**src/rtl/reptile_core_p_if.sv**
```systemverilog
// Memory bus between reptile_core_p (master) and its RAM (slave).
// Read data is combinational from address; memwt qualifies a same-cycle write.
interface reptile_core_p_if #(
  parameter int DW = 16,
  parameter int AW = 12
);
  logic [DW-1:0] data_in;
  logic          mem_ready;
  logic [DW-1:0] data_out;
  logic [AW-1:0] address;
  logic          memwt;

  modport master (input data_in, mem_ready, output data_out, address, memwt);
  modport slave  (output data_in, mem_ready, input data_out, address, memwt);
endinterface

```
**src/rtl/reptile_core_p.sv**
```systemverilog
// Multi-cycle 8-register RISC core with carry flag, hardware return stack,
// mem_ready wait handshake and a sticky fault that halts until reset.
module reptile_core_p #(
  parameter int DW     = 16,
  parameter int AW     = 12,
  parameter int SDEPTH = 4
) (
  input  logic              clk,
  input  logic              rst,
  reptile_core_p_if.master  bus,
  output logic [DW-1:0]     reg0,
  output logic              zero_o,
  output logic              carry_o,
  output logic              fault
);
  localparam int SPW = $clog2(SDEPTH) + 1;

  typedef enum logic [3:0] {
    S_FETCH, S_LDI, S_LD, S_ST, S_JMP, S_CALL, S_RET, S_ALU, S_HALT
  } state_e;

  state_e        state_q, state_d;
  logic [AW-1:0] pc_q, pc_d;
  logic [11:0]   ir_q, ir_d;
  logic          zero_q, zero_d;
  logic          carry_q, carry_d;
  logic          fault_q, fault_d;
  logic [SPW-1:0] sp_q, sp_d;
  logic [DW-1:0] regs_q [8];
  logic [DW-1:0] regs_d [8];
  logic [AW-1:0] stack_q [SDEPTH];
  logic [AW-1:0] stack_d [SDEPTH];

  logic [DW-1:0]  op_a, op_b;
  logic [DW:0]    alu_res;
  logic [SPW-2:0] sp_top;
  logic [AW-1:0]  mem_addr;
  logic           mem_wt;

  // Bit DW of the returned value is the new carry; ops that leave carry alone pass cin through.
  function automatic logic [DW:0] alu_f(input logic [2:0] op, input logic [2:0] sub,
                                        input logic [DW-1:0] a, input logic [DW-1:0] b,
                                        input logic cin);
    logic [DW:0] r;
    r = {cin, {DW{1'b0}}};
    case (op)
      3'd0: r = {1'b0, a} + {1'b0, b};
      3'd1: r = {1'b0, a} - {1'b0, b};
      3'd2: r = {cin, a & b};
      3'd3: r = {cin, a | b};
      3'd4: r = {cin, a ^ b};
      3'd5: r = {a, 1'b0};
      3'd6: r = {a[0], 1'b0, a[DW-1:1]};
      default: begin
        case (sub)
          3'd0:    r = {cin, ~b};
          3'd1:    r = {cin, b};
          3'd2:    r = {1'b0, b} + (DW+1)'(1);
          3'd3:    r = {1'b0, b} - (DW+1)'(1);
          default: r = {cin, {DW{1'b0}}};
        endcase
      end
    endcase
    return r;
  endfunction

  assign op_a    = regs_q[ir_q[8:6]];
  assign op_b    = regs_q[ir_q[5:3]];
  assign alu_res = alu_f(ir_q[11:9], ir_q[8:6], op_a, op_b, carry_q);
  assign sp_top  = sp_q[SPW-2:0] - (SPW-1)'(1);

  always_comb begin
    state_d  = state_q;
    pc_d     = pc_q;
    ir_d     = ir_q;
    zero_d   = zero_q;
    carry_d  = carry_q;
    fault_d  = fault_q;
    sp_d     = sp_q;
    regs_d   = regs_q;
    stack_d  = stack_q;
    mem_addr = pc_q;
    mem_wt   = 1'b0;
    case (state_q)
      S_FETCH: begin
        if (bus.mem_ready) begin
          ir_d = bus.data_in[11:0];
          pc_d = pc_q + AW'(1);
          case (bus.data_in[15:12])
            4'h1:    state_d = S_LDI;
            4'h2:    state_d = S_LD;
            4'h3:    state_d = S_ST;
            4'h4:    state_d = zero_q ? S_JMP : S_FETCH;
            4'h5:    state_d = S_JMP;
            4'h6:    state_d = bus.data_in[11] ? S_RET : S_CALL;
            4'h7:    state_d = S_ALU;
            4'h8:    state_d = carry_q ? S_JMP : S_FETCH;
            default: state_d = S_FETCH;
          endcase
        end
      end
      S_LDI: begin
        if (bus.mem_ready) begin
          regs_d[ir_q[2:0]] = bus.data_in;
          pc_d              = pc_q + AW'(1);
          state_d           = S_FETCH;
        end
      end
      S_LD: begin
        mem_addr = op_b[AW-1:0];
        if (bus.mem_ready) begin
          regs_d[ir_q[2:0]] = bus.data_in;
          state_d           = S_FETCH;
        end
      end
      S_ST: begin
        mem_addr = op_b[AW-1:0];
        if (bus.mem_ready) begin
          mem_wt  = 1'b1;
          state_d = S_FETCH;
        end
      end
      S_JMP: begin
        // pc already points past the branch word; offset is relative to that
        pc_d    = pc_q + AW'($signed(ir_q));
        state_d = S_FETCH;
      end
      S_CALL: begin
        if (sp_q == SPW'(SDEPTH)) begin
          fault_d = 1'b1;
          state_d = S_HALT;
        end else begin
          stack_d[sp_q[SPW-2:0]] = pc_q;
          sp_d    = sp_q + SPW'(1);
          pc_d    = pc_q + AW'($signed(ir_q[10:0]));
          state_d = S_FETCH;
        end
      end
      S_RET: begin
        if (sp_q == '0) begin
          fault_d = 1'b1;
          state_d = S_HALT;
        end else begin
          pc_d    = stack_q[sp_top];
          sp_d    = sp_q - SPW'(1);
          state_d = S_FETCH;
        end
      end
      S_ALU: begin
        regs_d[ir_q[2:0]] = alu_res[DW-1:0];
        zero_d  = (alu_res[DW-1:0] == '0);
        carry_d = alu_res[DW];
        state_d = S_FETCH;
      end
      default: ;
    endcase
  end

  always_ff @(posedge clk) begin
    if (rst) begin
      state_q <= S_FETCH;
      pc_q    <= '0;
      ir_q    <= '0;
      zero_q  <= 1'b0;
      carry_q <= 1'b0;
      fault_q <= 1'b0;
      sp_q    <= '0;
      for (int i = 0; i < 8; i++) regs_q[i] <= '0;
    end else begin
      state_q <= state_d;
      pc_q    <= pc_d;
      ir_q    <= ir_d;
      zero_q  <= zero_d;
      carry_q <= carry_d;
      fault_q <= fault_d;
      sp_q    <= sp_d;
      regs_q  <= regs_d;
    end
  end

  // Stack entries are only meaningful below sp, so they carry no reset.
  always_ff @(posedge clk) begin
    stack_q <= stack_d;
  end

  assign bus.address  = mem_addr;
  assign bus.memwt    = mem_wt;
  assign bus.data_out = op_a;
  assign reg0         = regs_q[0];
  assign zero_o       = zero_q;
  assign carry_o      = carry_q;
  assign fault        = fault_q;
endmodule

```
**src/flat_wrapper.sv**
```systemverilog
// flat-port wrapper written by rule: the top's interface ports become plain ports
module reptile_core_p_flat 
#(
  parameter int DW     = 16,
  parameter int AW     = 12,
  parameter int SDEPTH = 4
)
  (clk, rst, reg0, zero_o, carry_o, fault, bus_data_in, bus_mem_ready, bus_data_out, bus_address, bus_memwt);
  reptile_core_p_if #(.DW(DW), .AW(AW)) bus_i ();
  input  logic clk;
  input  logic rst;
  output logic [DW-1:0] reg0;
  output logic zero_o;
  output logic carry_o;
  output logic fault;
  input wire logic [$bits(bus_i.data_in)-1:0] bus_data_in;
  input wire logic [$bits(bus_i.mem_ready)-1:0] bus_mem_ready;
  output wire logic [$bits(bus_i.data_out)-1:0] bus_data_out;
  output wire logic [$bits(bus_i.address)-1:0] bus_address;
  output wire logic [$bits(bus_i.memwt)-1:0] bus_memwt;
  assign bus_i.data_in = bus_data_in;
  assign bus_i.mem_ready = bus_mem_ready;
  assign bus_data_out = bus_i.data_out;
  assign bus_address = bus_i.address;
  assign bus_memwt = bus_i.memwt;
  reptile_core_p #(.DW(DW), .AW(AW), .SDEPTH(SDEPTH)) u_core (.clk(clk), .rst(rst), .bus(bus_i), .reg0(reg0), .zero_o(zero_o), .carry_o(carry_o), .fault(fault));
endmodule
```
**config.mk**
```make
export PLATFORM = sky130hd
export DESIGN_NAME = reptile_core_p_flat
export DESIGN_NICKNAME = d
export VERILOG_FILES = /design/src/rtl/reptile_core_p_if.sv /design/src/rtl/reptile_core_p.sv /design/src/flat_wrapper.sv
export SDC_FILE = /design/constraint.sdc
export NUM_CORES = 1
export LEC_CHECK = 0
export ABC_AREA = 0
export CORE_MARGIN = 4
export CORE_UTILIZATION = 50
export CTS_CLUSTER_DIAMETER = 200
export DETAILED_ROUTE_END_ITERATION = 8
export GPL_TIMING_DRIVEN = 0
export PLACE_DENSITY = 0.73
export SLEW_MARGIN = 20
export SYNTH_ARGS = -nofsm -noshare
export SYNTH_HDL_FRONTEND = slang
export SYNTH_SLANG_ARGS = --single-unit
export TNS_END_PERCENT = 5
```
**constraint.sdc**
```tcl
create_clock -name clk -period 5.1 [get_ports clk]
set_clock_uncertainty 0.05 [all_clocks]
set_input_delay 1.53 -clock clk [delete_from_list [all_inputs] [get_ports clk]]
set_output_delay 1.53 -clock clk [all_outputs]
set_load 0.02 [all_outputs]
```
=== Word-level counts from Yosys, hierarchy flattened ===
Index checks and enable logic that the tools add are counted.

* Add/subtract/negate cells: 10
* Order comparisons: 7
* Equal/unequal tests: 35
* Muxes and demuxes: 42
* Bitwise operators: 13
* Reduce and logical (&&, ||, !) cells: 25

{| class="wikitable"
|+ Operators with widths
! cell !! number
|-
| 128-bit bitwise mux || 2
|-
| 128-bit case mux with 2 select lines || 1
|-
| 128-bit two-way mux || 1
|-
| 17-bit case mux with 7 select lines || 1
|-
| 16-bit binary-select mux with 3-bit select || 2
|-
| 12-bit two-way mux || 7
|-
| 16-bit two-way mux || 5
|-
| 17-bit case mux with 4 select lines || 1
|-
| 48-bit bitwise mux || 1
|-
| 16-bit demux with 3-bit select || 1
|-
| 12-bit case mux with 4 select lines || 1
|-
| 4-bit by 3-bit == test with 1-bit output, second input constant || 8
|-
| 4-bit case mux with 8 select lines || 1
|-
| 12-bit adder || 2
|-
| 12-bit binary-select mux with 2-bit select || 1
|-
| 12-bit demux with 2-bit select || 1
|-
| 4-bit case mux with 5 select lines || 1
|-
| 16-bit by 1-bit adder with 17-bit output, second input constant || 1
|-
| 16-bit by 16-bit adder with 17-bit output || 1
|-
| 16-bit by 1-bit subtractor with 17-bit output, second input constant || 1
|-
| 16-bit by 16-bit subtractor with 17-bit output || 1
|-
| 16-bit bitwise AND || 1
|-
| 4-bit by 2-bit == test with 1-bit output, second input constant || 4
|-
| 16-bit zero test || 1
|-
| 41 further kinds || 85
|}

* Register bits after elaboration: 210
* Output and inout port bits: 48
* Word-level logic and storage cells: 151

=== Logic depth before layout (Yosys ltp) ===
Gate-level depths: netlist (run 1).

* Depth after elaboration: 9
* Gate-level depth with buffers: 20
* Gate-level depth less buffers: 18

=== Least setup slack after synthesis (run 1) ===
No wires, ideal clock.

* Path kind: flip-flop to flip-flop
* Start point: register u_core.ir_q[5]
* End point: register u_core.regs_q, in the netlist u_core.reg0[13]
* Setup time: 0.067 ns
* Arrival: 4.452 ns
* Data required time: 4.983 ns
* Slack: 0.531 ns
* Stages on the path, launching flop included: 20
* Buffers on the path: 3
* Period minus slack after synthesis: 4.569 ns
* Cells stage by stage: dfxtp_1 clkbuf_1 buf_2 mux4_2 mux2i_2 inv_1 nor2_1 a21oi_1 xnor2_1 ha_1 clkbuf_1 and3_1 and3_1 a221oi_1 o21a_1 a311oi_1 or3b_1 o21ai_1 mux2i_1 nor2_1

* Longest elaborated chain between the ends: 9
* Elaborated cells on any way between the ends: 16

{| class="wikitable"
|+ Ends and longest elaborated chain
! what !! line !! RTL
|-
| start, declared || reptile_core_p.sv:24 || <nowiki>logic [11:0] ir_q, ir_d;</nowiki>
|-
| start signal, assigned || reptile_core_p.sv:172 || <nowiki>ir_q <= ir_d;</nowiki>
|-
| 3-bit inverter with 4-bit output (not written as such) * || reptile_core_p.sv:68 || <nowiki>assign op_b = regs_q[ir_q[5:3]];</nowiki>
|-
| 16-bit binary-select mux with 3-bit select * || reptile_core_p.sv:68 ||
|-
| 16-bit two-way mux (not written as such) * (2 in series) || reptile_core_p.sv:68 ||
|-
| 16-bit by 1-bit subtractor with 17-bit output, or another cell as far along || reptile_core_p.sv:59 || <nowiki>3'd3: r = {1'b0, b} - (DW+1)'(1);</nowiki>
|-
| 17-bit case mux with 4 select lines || reptile_core_p.sv:55 || <nowiki>case (sub)</nowiki>
|-
| 17-bit case mux with 7 select lines * || reptile_core_p.sv:46 || <nowiki>case (op)</nowiki>
|-
| 128-bit bitwise mux * || reptile_core_p.sv:150 || <nowiki>regs_d[ir_q[2:0]] = alu_res[DW-1:0];</nowiki>
|-
| 128-bit case mux with 2 select lines * || reptile_core_p.sv:84 || <nowiki>case (state_q)</nowiki>
|-
| end signal, assigned || reptile_core_p.sv:177 || <nowiki>regs_q <= regs_d;</nowiki>
|-
| end, declared || reptile_core_p.sv:29 || <nowiki>logic [DW-1:0] regs_q [8];</nowiki>
|}

Every way passes the cells marked *; elsewhere a longest branch is shown, timed or not. The select of a mux whose other input is x is not followed.
A chain may end at the register's enable or synchronous reset.

=== Worst setup path in the final report (run 1) ===
* Start point: register u_core.ir_q[6]
* End point: output bus_data_out[13]

* Longest elaborated chain between the ends: 4

{| class="wikitable"
|+ Ends and longest elaborated chain
! what !! line !! RTL
|-
| 3-bit inverter with 4-bit output (not written as such) || reptile_core_p.sv:67 || <nowiki>assign op_a = regs_q[ir_q[8:6]];</nowiki>
|-
| 16-bit binary-select mux with 3-bit select || reptile_core_p.sv:67 ||
|-
| 16-bit two-way mux (not written as such) (2 in series) || reptile_core_p.sv:67 ||
|-
| end, declared || flat_wrapper.sv:18 || <nowiki>output wire logic [$bits(bus_i.data_out)-1:0] bus_data_out;</nowiki>
|}

No other way between the ends. The select of a mux whose other input is x is not followed.

==> impl_metrics.yaml, run 1 <==
die:
  core_area_um2: 27900
  fp.dieH_um: 177
  pin_count: 67
  start_util_pct: 51.0
  floorplan.die.width_um: 177
  num_rows: 61
  dieArea_um2: 31300
clocking:
  clk_tree_root_cell: "clkbuf_16"
  clock_sink_count: 210
  hold_buffers: 0
  clock_path_buffers: 3
  clk_latency_worst_skew_pair_ns: 0.53
  cts-htree-levels: 1
  tritoncts_clock_tree: "built"
  cts_inserted_buffers: 22
  clk_pin_slew_worst_paths_ns: 0.07
grt:
  grt_overflow: 0
  gr-usage-all-layers_pct: 32.0
  grt_max_degree: 17
  grt_first_pass_wirelength_um: 77500
  number_of_antenna_violations_at_the_first_check_in_global_routing: 0
  via_count_of_the_first_global_routing_pass: 12700
setup_path:
  cp-start-kind: "register"
  crit_start: "u_core.ir_q[6]$_SDFFE_PP0P_"
  critical_path.endpoint: "bus_data_out[13]"
  worstPathArrival_ns: 3.56
  r2r-end: "u_core.zero_o$_SDFFE_PP0P_"
  regToRegStartpoint: "u_core.ir_q[5]$_SDFFE_PP0P_"
  ff2ff_path_depth: 19
  rrSetupSlack_ns: -0.01
  setup_crit_end_kind: "output port"
  required_ns: 3.52
  critical_path_peak_fanout: 10
  criticalPathCategory: "reg -> out"
layout:
  n_fill_cell: 2417
  insertedDiodeCount: 0
  layout-area-overhead-vs-synth_pct: 17.9
  post_route_cells_drive_above_1_share_pct: 15.5
  final_cells: 2048
  layout.nets: 1758
drt:
  drt-met1-wl_um: 20500
  route.vias.total: 13500
  top_layer: "met4"
  routed-wl-met3_um: 5310
  ant_nets: 0
  drc_errors: 0
  detailed_route_wire_length_per_cell_um: 25.1
  wl_met2_um: 23200
  via_per_inst: 6.57
  wirelength_um: 51400
  drt_pass1_iterations: 6
  initialDrtViolationCount: 2027
sta:
  rsz0062_at_grt: "true"
  final-setup-viol-count: 2
  clock.fmax_mhz: 195
  worstMarginPinSlew_ns: 1.16
  final_count_of_hold_timing_violations: 0
  timing.final.crit_share_pct: 101
  layout_setup_ws_ns: -0.0356
  timing.max_slew.rel_slack_pct: 22.5
  period_needed_ns: 5.14
  fin_worst_hold_slack_ns: 0.404
  report.final.slew_viol_count: 0
logic_synthesis:
  share_of_async_settable_or_async_resettable_flops_after_synthesis_pct: 0
  ys_types: 74
  synthesis.area_um2: 14200
  postSynthCellCount: 1534
  number_of_synthesized_flops_with_an_enable_pin: 48
  yosys_register_bits: 210
  post_syn_nets: 1637
  netlist.top_cell.by_area: "dfxtp_1"
  avg_synthesized_cell_area_um2: 9.29
  post-synth-top-area-fraction_pct: 22.8
  yosysWarnings: 0
  synth_top_cells_by_area: "dfxtp_1, mux4_2, edfxtp_1"
  synth_sequential_area_ratio_pct: 32.9
  yosys_most_used_dff: "dfxtp_1"
power_and_ir_drop:
  ir_worst_vdd_mv: 0.251
  power-per-cell-area_nw_per_um2: 284
  post-layout-total-power_uw: 4760
  static-leakage-power_uw: 0.00615
flow_run:
  maxCapViolations: 0
worst_hold_path:
  worst_hold_startpoint: "u_core.fault$_SDFFE_PP0P_"
  min-delay-path-class: "reg -> reg"
  whs_path_depth: 2
placement:
  place_inst: 1980
  dp.final_hpwl_um: 37500
  place.port_buffers: 65
  gpl.final_weighted_congestion: 1.01
outcome:
  outcome: "complete, but fails checks"
  violated_checks: "negative setup slack"
## per-layer routing
layer  vias up  GRT usage (%)
met2       832           50.8
met1      6504           44.8
met3       183           4.66
met5         -              0
li1       5943              -
met4         0           11.9
## synthesized netlist by cell type (all sizes together) (4+ instances only)
cell type	instances
nor3b	8
nor3	25
nand3	19
nor4	6
a21o	7
o31ai	6
a31oi	10
ha	80
a21oi	100
nor2b	15
mux4	68
nand4	6
mux2	6
o22ai	9
xnor2	26
nand2b	19
a211oi	115
buf	37
o21ai	44
or3	4
nand2	95
o21bai	5
clkbuf	82
and2	17
o221ai	9
a22oi	5
and3	13
nor2	223
inv	56
a221oi	12
a211o	5
o31a	6
a311oi	7
mux2i	90
edfxtp	48
xor2	9
o211ai	7
a41oi	4
nand3b	5
or2	5
o21a	11
a2111oi	9
fa	4
dfxtp	162
## registers in the layout, indices dropped and copies added (netlist names)
signal	cells
u_core.zero_o	1
u_core.sp_q	3
u_core.regs_q	112
u_core.fault	1
u_core.stack_q	48
u_core.pc_q	12
u_core.carry_o	1
u_core.reg0	16
u_core.ir_q	12
u_core.state_q	4
## kinds of logic after synthesis
family / synth area share, %
xor+xnor: 2.15
simple gates: 15.0
mux: 18.1
compound gates: 18.9
buf+inv: 5.35
flops: 32.9
fa+ha+maj: 7.59
## report_power, final
part | switching, µW | leakage (µW) | internal [µW]
logic | 810 | 0.00403 | 500
clock network | 712 | 0.000364 | 977
registers | 36.2 | 0.00175 | 1730
## worst max-delay path: stages (launching register included)
cell and delay [ns]:
dfxtp_1 0.30, buf_2 0.30, buf_2 0.38, buf_2 0.40, mux4_2 0.37, mux2i_2 0.46
inv_1 0.21, clkdlybuf4s50_1 0.59
## how the worst min path moves through the flow
stage,end
finish,u_core.fault$_SDFFE_PP0P_
global route,u_core.fault$_SDFFE_PP0P_
CTS,u_core.fault$_SDFFE_PP0P_
detailed placement,u_core.fault$_SDFFE_PP0P_
global placement,u_core.fault$_SDFFE_PP0P_
floorplan,u_core.ir_q[0]$_SDFFE_PP0P_
## area by class of cell
| cell class | instances | area, µm² | share of cell area (%) |
|---|---|---|---|
| plain buffers | 118 | 612 | 3.64 |
| well taps | 378 | 473 | 2.82 |
| repair buffers | 98 | 943 | 5.62 |
| multi-input cells | 1149 | 9120 | 54.3 |
| flip-flops and latches | 210 | 4690 | 27.9 |
| clock buffers | 25 | 582 | 3.46 |
| inverters | 56 | 210 | 1.25 |
| clock inverters | 14 | 168 | 0.998 |
## cells in the final DEF (no fill, tap or decap), types with 22 or more instances in the layout
cell type	n
a21oi_1	95
edfxtp_1	48
nand2_1	94
ha_1	78
dfxtp_1	161
clkbuf_1	76
nor2_1	219
clkdlybuf4s50_1	65
xnor2_1	26
o21ai_0	32
inv_1	52
mux2i_1	67
a211oi_1	112
mux4_2	68
clkbuf_16	22
buf_4	47
## timing repair
action | in CTS | in global routing
endpoints found under the hold margin | 0 | 0
setup endpoints to repair | 140 | 92
setup buffers | 14 | 16
pin swaps | 2 | 6
resized for setup | 50 | 38
## metrics by stage
step	worst slack, ns	utilization, %	setup TNS, ns	area (µm²)
2_1_floorplan	0.531	-	0	14200
3_3_place_gp	-1.43	55.0	-105.28	15400
3_5_place_dp	-1.49	55.2	-104.99	15400
4_1_cts	-0.0516	59.1	-0.0623	16500
5_1_grt	-0.137	60.1	-0.255	16800
6_report	-0.0356	60.1	-0.0463	16800
(Power assumes the default switching activity.)
==> inputs of run 2 (changes only) <==
--- a/config.mk
+++ b/config.mk
@@ -12,6 +12,7 @@
 export DETAILED_ROUTE_END_ITERATION = 8
 export GPL_TIMING_DRIVEN = 0
 export PLACE_DENSITY = 0.73
+export SKIP_CTS_REPAIR_TIMING = 1
 export SLEW_MARGIN = 20
 export SYNTH_ARGS = -nofsm -noshare
 export SYNTH_HDL_FRONTEND = slang
==> run 2 against run 1 <==
The flow still finishes with violations (negative setup slack); via count grew 0.33%; flip-flop and latch count did not move; total power is 0.17% lower; routed wire length shrank 0.58%; first-iteration DRC count shrank 5.3%; setup slack better by 0.028 ns; largest cell class unchanged; largest power group unchanged; highest routed layer unchanged.
==> impl_metrics.yaml, run 2 (same netlist as run 1, synthesis figures left out) <==
worst_hold_path:
  whs_path_depth: 2
  min-delay-path-class: "reg -> reg"
clocking:
  clk_pin_slew_worst_paths_ns: 0.07
  clock_sink_count: 210
  clock_path_buffers: 3
  clk_latency_worst_skew_pair_ns: 0.53
  cts_inserted_buffers: 22
  tritoncts_clock_tree: "built"
  cts-htree-levels: 1
  clk_tree_root_cell: "clkbuf_16"
outcome:
  violated_checks: "negative setup slack"
  outcome: "complete, but fails checks"
layout:
  n_fill_cell: 2386
  insertedDiodeCount: 0
  layout.cells.most_common: "nor2_1"
  registers.top_by_ff_count: "u_core.regs_q"
  most_frequent_cells_in_the_layout: "nor2_1, dfxtp_1, a211oi_1"
  layout.nets: 1762
  layout-area-overhead-vs-synth_pct: 18.3
  final_util_pct: 60.4
  multi_input_area_um2: 9100
  post_route_cells_drive_above_1_share_pct: 15.5
  register_area_um2: 4690
  largest_register_ff_count: 112
setup_path:
  ff2ff_path_depth: 19
  crit_cells: 7
  criticalPathCategory: "reg -> out"
  cpMostUsedCell: "buf_2"
  cpLargestDelayFamily: "buffers and inverters"
  required_ns: 3.52
  worstPathCellList: "buf_2 > buf_2 > buf_2 > mux4_2 > mux2i_2 > inv_1 > clkdlybuf4s50_1"
  cp-start-kind: "register"
  critical_path_peak_fanout: 10
  rrSetupSlack_ns: 0.04
  cp_slowest_stage_delay_ns: 0.58
  worst-path-buf-inv: 5
  setup_crit_end_kind: "output port"
  critical_path.slowest_cell: "clkdlybuf4s50_1"
  worstPathArrival_ns: 3.53
placement:
  gpl.final_weighted_congestion: 1.01
  place.port_buffers: 65
  dp.final_hpwl_um: 37500
grt:
  grt_first_pass_wirelength_um: 76300
  via_count_of_the_first_global_routing_pass: 12500
  grt_max_degree: 17
  number_of_antenna_violations_at_the_first_check_in_global_routing: 0
  gr-usage-all-layers_pct: 31.4
  grt_overflow: 0
sta:
  layout_setup_ws_ns: -0.00796
  final-setup-viol-count: 1
  report.final.slew_viol_count: 0
  fin_worst_hold_slack_ns: 0.404
  final_count_of_hold_timing_violations: 0
  clock.fmax_mhz: 196
  worstMarginPinSlew_ns: 1.14
  timing.final.crit_share_pct: 100
  period_needed_ns: 5.11
  timing.max_slew.rel_slack_pct: 23.4
  rsz0062_at_grt: "true"
die:
  core_area_um2: 27900
  pin_count: 67
  fp.dieH_um: 177
  floorplan.die.width_um: 177
  dieArea_um2: 31300
  start_util_pct: 51.0
  num_rows: 61
power_and_ir_drop:
  ir_worst_vdd_mv: 0.255
  power-per-cell-area_nw_per_um2: 282
  static-leakage-power_uw: 0.00618
drt:
  initialDrtViolationCount: 1920
  route.vias.total: 13500
  via_per_inst: 6.58
  drc_errors: 0
  ant_nets: 0
  drt_pass1_iterations: 6
  detailed_route_wire_length_per_cell_um: 24.9
  wirelength_um: 51100
flow_run:
  maxCapViolations: 0
## run 2: path summary, 6_finish.rpt
check | start | end
hold reg to reg | u_core.fault$_SDFFE_PP0P_ | u_core.fault$_SDFFE_PP0P_
hold / removal | u_core.fault$_SDFFE_PP0P_ | u_core.fault$_SDFFE_PP0P_
setup / recovery | u_core.ir_q[6]$_SDFFE_PP0P_ | bus_data_out[13]
setup reg to reg | u_core.ir_q[8]$_SDFFE_PP0P_ | u_core.zero_o$_SDFFE_PP0P_
## run 2: worst register-to-register path: cells and delay by family (launching register included)
kind	cells	cell delay (ns)
AOI/OAI and AO/OA	8	1.96
buffers and inverters	4	1.11
and+or+nand+nor	5	1.11
adders and majority gates	2	0.45
DFF	1	0.30
## run 2: metal layers
layer | GRT usage, % | wire length (µm) | up-vias | part of all wire [%]
li1 | - | - | 5954 | -
met1 | 43.7 | 20600 | 6545 | 40
met2 | 49.9 | 23600 | 855 | 46
met3 | 5.11 | 4960 | 153 | 9.7
met4 | 11.3 | 1890 | 0 | 3.7
met5 | 0 | 0 | - | 0
## run 2: cell type report
cell class	instances	area share, %
buffer	118	3.65
clock buffer	25	3.45
clock inverter	14	0.995
inverter	56	1.25
multi-input combinational	1149	54.0
sequential	210	27.8
tap	378	2.81
timing repair buffer	102	6.07
## run 2: through the flow
stage | total power (µW) | setup WS (ns) | instance area, µm² | std cells | TNS, ns
floorplan | 2570 | 0.531 | 14200 | 1534 | 0
global placement | 2930 | -1.43 | 15400 | 1977 | -105.28
detailed placement | 2950 | -1.49 | 15400 | 1980 | -104.99
CTS | 4600 | -1.53 | 16200 | 2019 | -113.79
global route | 4900 | -0.192 | 16900 | 2052 | -1.13
finish | 4760 | -0.00796 | 16900 | 2052 | -0.00796
## run 2: power by group
part           internal, µW  switching, µW
logic                   501            802
clock network           978            710
registers              1730           36.6
total                  3210           1550
==> inputs of run 3 (changes only) <==
--- a/config.mk
+++ b/config.mk
@@ -12,6 +12,7 @@
 export DETAILED_ROUTE_END_ITERATION = 8
 export GPL_TIMING_DRIVEN = 0
 export PLACE_DENSITY = 0.73
+export SETUP_SLACK_MARGIN = 0.1
 export SKIP_CTS_REPAIR_TIMING = 1
 export SLEW_MARGIN = 20
 export SYNTH_ARGS = -nofsm -noshare
==> run 3 against run 2 <==
The flow now finishes without violations; global-route usage unchanged; cell count increased by 0.68%; hold slack improved by 0.00057 ns; sequential share of layout area decreased by 0.34 points; non-clock buffer count increased by 13; first-iteration DRC count increased by 2.6%; via count decreased by 0.30%; setup slack improved by 0.073 ns; cell area increased by 1.2%; total power increased by 0.77%; maximum frequency increased by 1.4%; critical path depth increased by 12; critical endpoint is now u_core.zero_o$_SDFFE_PP0P_.
==> impl_metrics.yaml, run 3 (same netlist as run 1, synthesis figures left out) <==
outcome:
  outcome: "complete, no violations"
sta:
  timing.final.crit_share_pct: 98.7
  clock.fmax_mhz: 199
  final-setup-viol-count: 0
  worstMarginPinSlew_ns: 1.18
  report.final.slew_viol_count: 0
  rsz0062_at_grt: "true"
  layout_setup_ws_ns: 0.0648
  timing.max_slew.rel_slack_pct: 20.9
  period_needed_ns: 5.04
  final_count_of_hold_timing_violations: 0
die:
  num_rows: 61
  pin_count: 67
  core_area_um2: 27900
  start_util_pct: 51.0
  floorplan.die.width_um: 177
  dieArea_um2: 31300
  fp.dieH_um: 177
setup_path:
  regToRegStartpoint: "u_core.ir_q[8]$_SDFFE_PP0P_"
  cpLargestDelayFamily: "compound AO/OA/AOI/OAI gates"
  required_ns: 5.49
  cp-start-kind: "register"
  cpMostUsedCell: "o21ai_1"
  cp_slowest_stage_delay_ns: 0.50
  worstPathArrival_ns: 5.43
  worstPathCellList: "clkbuf_1 > buf_2 > mux2_2 > o22ai_1 > a22oi_1 > o21ai_4 > buf_12 > ha_1 > inv_1 > fa_1 > a211oi_4 > o21ai_1 > and3_1 > o21ai_1 > a32oi_1 > a2111oi_2 > nand4_1 > or4_1 > o21ai_1"
  critical_path.slowest_cell: "fa_1"
  crit_start: "u_core.ir_q[8]$_SDFFE_PP0P_"
  setup_crit_end_kind: "register"
  critical_path_peak_fanout: 10
  criticalPathCategory: "reg -> reg"
  worst-path-buf-inv: 4
layout:
  layout.cells.most_common: "nor2_1"
  post_route_cells_drive_above_1_share_pct: 16.5
  layout.nets: 1775
  final_cells: 2066
  layout-area-overhead-vs-synth_pct: 19.8
  most_frequent_cells_in_the_layout: "nor2_1, dfxtp_1, a211oi_1"
  n_fill_cell: 2370
  registers.top_by_ff_count: "u_core.regs_q"
  largest_register_ff_count: 112
placement:
  gpl.final_weighted_congestion: 1.01
  place_inst: 1980
  placement.setup.worst_slack_ns: -1.49
  place.port_buffers: 65
  dp.final_hpwl_um: 37500
grt:
  via_count_of_the_first_global_routing_pass: 12500
  gr-usage-all-layers_pct: 31.4
  grt_max_degree: 17
  grt_first_pass_wirelength_um: 76300
  number_of_antenna_violations_at_the_first_check_in_global_routing: 1
  grt_overflow: 0
clocking:
  cts-htree-levels: 1
  cts_inserted_buffers: 22
  tritoncts_clock_tree: "built"
  clk_latency_worst_skew_pair_ns: 0.53
  clock_sink_count: 210
  clk_pin_slew_worst_paths_ns: 0.06
  clock_path_buffers: 3
  clk_tree_root_cell: "clkbuf_16"
drt:
  detailed_route_wire_length_per_cell_um: 24.9
  route.vias.total: 13500
  ant_nets: 0
  drc_errors: 0
  wirelength_um: 51400
  initialDrtViolationCount: 1970
  via_per_inst: 6.52
  drt_pass1_iterations: 6
flow_run:
  maxCapViolations: 0
power_and_ir_drop:
  power-per-cell-area_nw_per_um2: 281
  ir_worst_vdd_mv: 0.253
  static-leakage-power_uw: 0.00627
worst_hold_path:
  min-delay-path-class: "reg -> reg"
  worst_hold_startpoint: "u_core.fault$_SDFFE_PP0P_"
run 3: changes by cell type in the layout (fill, tap and decap cells not counted), sizes merged:
cell   delta
buf      +13
diode     +1
run 3: stage by stage:
| step | power (µW) | setup TNS [ns] | area [µm²] | util (%) | hold WS [ns] |
|---|---|---|---|---|---|
| floorplan | 2570 | 0 | 14200 | - | 0.402 |
| global placement | 2930 | -105.28 | 15400 | 55.0 | 0.390 |
| detailed placement | 2950 | -104.99 | 15400 | 55.2 | 0.400 |
| CTS | 4600 | -113.79 | 16200 | 57.9 | 0.409 |
| global route | 4940 | -0.294 | 17100 | 61.1 | 0.416 |
| finish | 4790 | 0 | 17100 | 61.1 | 0.405 |
run 3: final cells by class:
type	count	area [µm²]	share of cell area, %
tap	378	473	2.77
inverter	56	210	1.23
sequential	210	4690	27.5
multi-input combinational	1149	9170	53.7
clock inverter	14	168	0.982
buffer	118	638	3.74
timing repair buffer	115	1140	6.69
antenna	1	2.50	0.0147
clock buffer	25	582	3.41
run 3: tightest hold or removal path, cell delays in order (launching register included):
cell     delay, ns
dfxtp_1       0.31
inv_1         0.05
a21oi_1       0.05
run 3: layer usage:
metal | GRT usage (%) | vias up | share of wire [%]
met1 | 43.7 | 6514 | 39
met4 | 11.3 | 0 | 4.0
met5 | 0 | - | 0
li1 | - | 5986 | -
met3 | 5.11 | 144 | 10
met2 | 49.9 | 823 | 46
run 3: final timing paths:
path	endpoint	slack, ns	cells after the start
worst max-delay path	u_core.zero_o$_SDFFE_PP0P_	0.06	19
worst max register to register	u_core.zero_o$_SDFFE_PP0P_	0.06	19
worst min register to register	u_core.fault$_SDFFE_PP0P_	0.40	2
worst min-delay path	u_core.fault$_SDFFE_PP0P_	0.40	2
run 3: report_power, final:
part	switching (µW)	total (µW)	internal [µW]
sequential	36.2	1770	1730
clock	712	1690	978
combinational	812	1340	526
